### config.mk
export PLATFORM = sky130hd
export DESIGN_NAME = mem_bus_ctrl
export DESIGN_NICKNAME = d
export VERILOG_FILES = /design/src/rtl/mem_bus_ctrl.sv
export SDC_FILE = /design/constraint.sdc
export NUM_CORES = 1
export LEC_CHECK = 0
export ABC_AREA = 1
export CORE_MARGIN = 8
export CORE_UTILIZATION = 43
export DETAILED_ROUTE_END_ITERATION = 8
export PLACE_DENSITY_LB_ADDON = 0.3
export SKIP_LAST_GASP = 1
export SYNTH_ARGS = -nofsm -noshare
export SYNTH_HDL_FRONTEND = slang
export SYNTH_SLANG_ARGS = --single-unit
### constraint.sdc
create_clock -name clk -period 2.22 [get_ports clk]
set_input_delay 0.333 -clock clk [delete_from_list [all_inputs] [get_ports clk]]
set_output_delay 0.333 -clock clk [all_outputs]
set_load 0.01 [all_outputs]
### src/rtl/mem_bus_ctrl.sv
// Purpose: sequential bus master arbitrating fetch and data ports onto the memory request/rw/wait_ handshake.
// Latency: accept->done is 3 cycles with a zero-wait memory (1 on a range error, TIMEOUT+2 worst case on timeout).
// Backpressure: clients hold req until their done pulse; memory stalls via wait_, bounded by TIMEOUT per phase.
module mem_bus_ctrl #(
  parameter int TIMEOUT    = 15,
  parameter int ADDR_LIMIT = 256
) (
  input  logic        clk,
  input  logic        reset,
  input  logic        if_req,
  input  logic [15:0] if_addr,
  output logic [15:0] if_rdata,
  output logic        if_done,
  input  logic        d_req,
  input  logic        d_we,
  input  logic [15:0] d_addr,
  input  logic [15:0] d_wdata,
  output logic [15:0] d_rdata,
  output logic        d_done,
  output logic        err,
  output logic        busy,
  output logic [15:0] addrs_bus,
  output logic        request,
  output logic        rw,
  output logic [15:0] data_bus_write,
  input  logic [15:0] data_bus_read,
  input  logic        wait_
);

  localparam int          CW       = $clog2(TIMEOUT + 1);
  localparam logic [16:0] MAX_ADDR = 17'(ADDR_LIMIT - 2);

  typedef enum logic [1:0] {IDLE, ACCESS, RELEASE, DONE} state_t;

  state_t        state_q, state_d;
  logic          src_d_q, src_d_d;       // 1 = data port owns the access
  logic          we_q, we_d;
  logic          err_flag_q, err_flag_d;
  logic [CW-1:0] cnt_q, cnt_d;
  logic [CW-1:0] cnt_inc;
  logic [15:0]   addrs_bus_q, addrs_bus_d;
  logic [15:0]   data_bus_write_q, data_bus_write_d;
  logic          request_q, request_d;
  logic          rw_q, rw_d;
  logic [15:0]   if_rdata_q, if_rdata_d;
  logic [15:0]   d_rdata_q, d_rdata_d;
  logic          if_done_q, if_done_d;
  logic          d_done_q, d_done_d;
  logic          err_q, err_d;
  logic          busy_q, busy_d;

  // Data port wins arbitration; the fetch port never stores.
  logic [15:0] sel_addr;
  logic        sel_we;
  logic [15:0] sel_wdata;
  logic        sel_ok;
  assign sel_addr  = d_req ? d_addr : if_addr;
  assign sel_we    = d_req & d_we;
  assign sel_wdata = d_req ? d_wdata : 16'h0000;
  assign sel_ok    = ({1'b0, sel_addr} <= MAX_ADDR);
  assign cnt_inc   = cnt_q + CW'(1);

  // Next-state and next-output logic; every output is computed one edge ahead so it leaves a flop.
  always_comb begin
    state_d          = state_q;
    src_d_d          = src_d_q;
    we_d             = we_q;
    err_flag_d       = err_flag_q;
    cnt_d            = cnt_q;
    addrs_bus_d      = addrs_bus_q;
    data_bus_write_d = data_bus_write_q;
    if_rdata_d       = if_rdata_q;
    d_rdata_d        = d_rdata_q;
    request_d        = 1'b0;
    rw_d             = 1'b1;
    if_done_d        = 1'b0;
    d_done_d         = 1'b0;
    err_d            = 1'b0;
    case (state_q)
      IDLE: begin
        if (d_req || if_req) begin
          src_d_d          = d_req;
          we_d             = sel_we;
          addrs_bus_d      = sel_addr;
          data_bus_write_d = sel_wdata;
          cnt_d            = '0;
          if (!sel_ok) begin
            err_flag_d = 1'b1;
            state_d    = DONE;
          end else begin
            err_flag_d = 1'b0;
            state_d    = ACCESS;
            request_d  = 1'b1;
            rw_d       = ~sel_we;
          end
        end
      end
      ACCESS: begin
        request_d = 1'b1;
        rw_d      = ~we_q;
        if (!wait_) begin
          if (!we_q) begin
            if (src_d_q) d_rdata_d = data_bus_read;
            else         if_rdata_d = data_bus_read;
          end
          state_d   = RELEASE;
          cnt_d     = '0;
          request_d = 1'b0;
          rw_d      = 1'b1;
        end else if (cnt_inc == CW'(TIMEOUT)) begin
          err_flag_d = 1'b1;
          state_d    = RELEASE;
          cnt_d      = '0;
          request_d  = 1'b0;
          rw_d       = 1'b1;
        end else begin
          cnt_d = cnt_inc;
        end
      end
      RELEASE: begin
        if (wait_) begin
          state_d = DONE;
        end else if (cnt_inc == CW'(TIMEOUT)) begin
          err_flag_d = 1'b1;
          state_d    = DONE;
        end else begin
          cnt_d = cnt_inc;
        end
      end
      DONE: begin
        state_d = IDLE;
      end
      default: begin
        state_d = IDLE;
      end
    endcase
    if (state_d == DONE) begin
      if_done_d = ~src_d_d;
      d_done_d  = src_d_d;
      err_d     = err_flag_d;
    end
    busy_d = (state_d != IDLE);
  end

  // State and output registers with synchronous reset; reset aborts any access without a done pulse.
  always_ff @(posedge clk) begin
    if (reset) begin
      state_q          <= IDLE;
      src_d_q          <= 1'b0;
      we_q             <= 1'b0;
      err_flag_q       <= 1'b0;
      cnt_q            <= '0;
      addrs_bus_q      <= 16'h0000;
      data_bus_write_q <= 16'h0000;
      request_q        <= 1'b0;
      rw_q             <= 1'b1;
      if_rdata_q       <= 16'h0000;
      d_rdata_q        <= 16'h0000;
      if_done_q        <= 1'b0;
      d_done_q         <= 1'b0;
      err_q            <= 1'b0;
      busy_q           <= 1'b0;
    end else begin
      state_q          <= state_d;
      src_d_q          <= src_d_d;
      we_q             <= we_d;
      err_flag_q       <= err_flag_d;
      cnt_q            <= cnt_d;
      addrs_bus_q      <= addrs_bus_d;
      data_bus_write_q <= data_bus_write_d;
      request_q        <= request_d;
      rw_q             <= rw_d;
      if_rdata_q       <= if_rdata_d;
      d_rdata_q        <= d_rdata_d;
      if_done_q        <= if_done_d;
      d_done_q         <= d_done_d;
      err_q            <= err_d;
      busy_q           <= busy_d;
    end
  end

  assign addrs_bus      = addrs_bus_q;
  assign data_bus_write = data_bus_write_q;
  assign request        = request_q;
  assign rw             = rw_q;
  assign if_rdata       = if_rdata_q;
  assign d_rdata        = d_rdata_q;
  assign if_done        = if_done_q;
  assign d_done         = d_done_q;
  assign err            = err_q;
  assign busy           = busy_q;

endmodule

==> run_results.csv <==
group,metric,value,unit
clocking,post_cts_resized,0,
detailed_routing,ant_nets,0,
final_layout,regArea,1580,um^2
detailed_routing,first_pass_iters,4,
clocking,cts-root-buf,"clkbuf_8",
critical_path,crit_cells,9,
grt,grt_max_degree,38,
timing,fmax,536,MHz
critical_path,cp-end-kind,"flop",
final_layout,final_nets,694,
detailed_routing,dr.first_iter.drc_count,139,
critical_path,crit_type,"flop to flop",
place,io_buffers,139,
critical_path,critPathMaxFanout,16,
yosys,syn-num-nets,555,
clocking,post_cts_buffers,0,
detailed_routing,routed_wl,9.43,mm
detailed_routing,wire_per_inst,13.0,um
yosys,syn_area_per_cell,6.98,um^2
floorplan,dieHeight,104,um
timing,setup_viol,0,
power,p_leak,0.00212,uW
yosys,synth.area.top_cells,"dfxtp_1, nand2_1, nor2_1",
final_layout,fillers,684,
detailed_routing,vias,3403,
critical_path,worst_ep_required_time,2.46,ns
yosys,syn-cell-area,3330,um^2
timing,rsz0062_at_grt,"false",
final_layout,multi_input_area,1530,um^2
critical_path,crit_path_frequent_cell,"inv_1",
power,power_density,809,nW/um^2
critical_path,start_kind,"flop",
yosys,yosysWarningCount,0,
power,ir_drop,0.465,mV
clocking,cts.clk_slew.worst_paths,0.08,ns
detailed_routing,viasPerCell,4.71,
critical_path,cp_data_arrival_time,2.10,ns
place,place_inst,707,
detailed_routing,route.detailed.drc,0,
grt,track_usage,0.172,
place,place_congestion,0.909,
timing,setup_tns,0,ns
clocking,clock_sinks,79,
yosys,synth_top_area_cell,"dfxtp_1",
grt,grt_pass1_vias,3293,
critical_path,ff2ff_setup_slack,0.35,ns
clocking,cts_buffer_depth,2,
clocking,numCtsBuffers,9,
grt,grt_pass1_wl,15.6,mm
flow_run,drv_cap,0,
yosys,synth_cell_type_count,23,
clocking,cts_tree,"built",
final_layout,drive_gt1_frac,0.0531,
critical_path,cp_slowest_cell,"dfxtp_1",
yosys,yosysMostFrequentCell,"nand2_1",
critical_path,worst_r2r_path_depth,9,
run_status,outcome,"finished, final reports clean",
timing,period_minus_slack,1.87,ns
timing,worst_slack,0.354,ns
clocking,clkLatencyLatePin,0.35,ns
floorplan,die-area,10800,um^2
floorplan,core,7610,um^2
grt,grt_overflow,0,
critical_path,critPathTopFamily,"buffers and inverters",
clocking,cts-htree-levels,3,
grt,antenna_found_initial,0,
yosys,yosys-top-cells-count,"nand2_1, nor2_1, dfxtp_1, a21oi_1, o21ai_0",
place,place_hpwl,7.28,mm
worst_hold_path,hold_path_class,"flop to flop",
timing,maxSlewViolCount,0,
critical_path,cpPeakStageDelay,0.38,ns
floorplan,fp-row-count,32,
yosys,yosys_register_bits,79,
floorplan,ioPinCount,140,
worst_hold_path,hold_depth,2,
timing,skew,0.00677,ns
yosys,synth_top_area_frac,0.475,
yosys,synth_edf_count,0,
place,dp_slack,0.215,ns
final_layout,postLayoutCoreUtil,0.660,
final_layout,fin_cells,723,
yosys,synth_top_flop_cell,"dfxtp_1",
final_layout,antennaDiodeCount,0,
yosys,synth_cells,477,
final_layout,syn_to_final_growth,50.8,%
timing,slew_headroom,0.666,
critical_path,crit_buf_inv,4,
timing,tightest_slew,0.501,ns
floorplan,start_util,0.438,
yosys,async_flop_share,0,
floorplan,dieWidth,104,um
timing,hold_viol,0,
critical_path,cp_cell_sequence,"inv_1 > ha_1 > inv_1 > nor2_1 > inv_1 > nor3_4 > inv_1 > nor2_1 > nor2_1",
timing,period_share,0.841,
clocking,postCtsHoldBufs,0,
yosys,seq_area_frac_synth,0.475,
flip-flops by register name, summed over array words and instances, names as in the netlist, 2 cells and up:
name            flops
cnt_q               4
if_rdata           16
d_rdata            16
state_q             2
data_bus_write     16
addrs_bus          16
report_power, final:
group | switching, uW | total, uW | internal (uW) | leakage (uW)
clock network | 530 | 1060 | 526 | 0.0000933
registers | 105 | 1710 | 1600 | 0.000645
logic | 681 | 1300 | 615 | 0.00138
total | 1320 | 4060 | 2740 | 0.00212
cells in the final DEF, fill, tap and decap left out, drive strengths merged:
master / Yosys / routed
nand2: 159 / 159
clkdlybuf4s50: 0 / 139
nor2: 89 / 89
dfxtp: 79 / 79
a21oi: 38 / 38
o21ai: 36 / 36
inv: 30 / 32
nand3: 11 / 11
clkbuf: 10 / 10
buf: 10 / 9
ha: 8 / 8
nand4: 3 / 3
clkinvlp: 0 / 2
clkinv: 1 / 2
nor3: 1 / 1
nand3b: 1 / 1
or2: 1 / 1
bufinv: 0 / 1
kinds of logic (layout without fill, tap and decap cells):
group	Yosys count	after routing	synth area share
and+or+nand+nor	265	265	0.317
adders and majority gates	8	8	0.0301
AOI/OAI and AO/OA	74	74	0.111
DFF	79	79	0.475
buffers and inverters	51	195	0.0665
per-layer routing:
metal / wire length, um / track usage
met1: 4140 / 0.195
met2: 4180 / 0.276
met3: 1000 / 0.0830
met4: 104 / 0.0600
met5: 0 / 0
layout make-up:
class	instances	share of cell area
repair buffers	148	0.293
well taps	102	0.0254
clock buffers	10	0.0254
clock inverters	6	0.0135
multi-input cells	347	0.304
flip-flops and latches	79	0.315
inverters	31	0.0232
through the flow:
stage / hold WS [ns] / total power, uW / instance area (um^2)
2_1_floorplan: 0.440 / 2420 / 3330
3_3_place_gp: 0.448 / 3010 / 4820
3_5_place_dp: 0.453 / 3040 / 4820
4_1_cts: 0.465 / 4100 / 5020
5_1_grt: 0.482 / 4320 / 5020
6_report: 0.461 / 4060 / 5020
worst min-delay path: stages (launching register included):
cell,delay (ns)
dfxtp_1,0.31
nand2_1,0.06
a21oi_1,0.05
worst paths after layout:
path / to / start
setup / recovery: if_rdata[2] / state_q[1]
hold / removal: data_bus_write[6] / data_bus_write[6]
setup reg to reg: if_rdata[2] / state_q[1]
hold reg to reg: data_bus_write[6] / data_bus_write[6]
No activity file was read; power rests on OpenSTA's default activity.
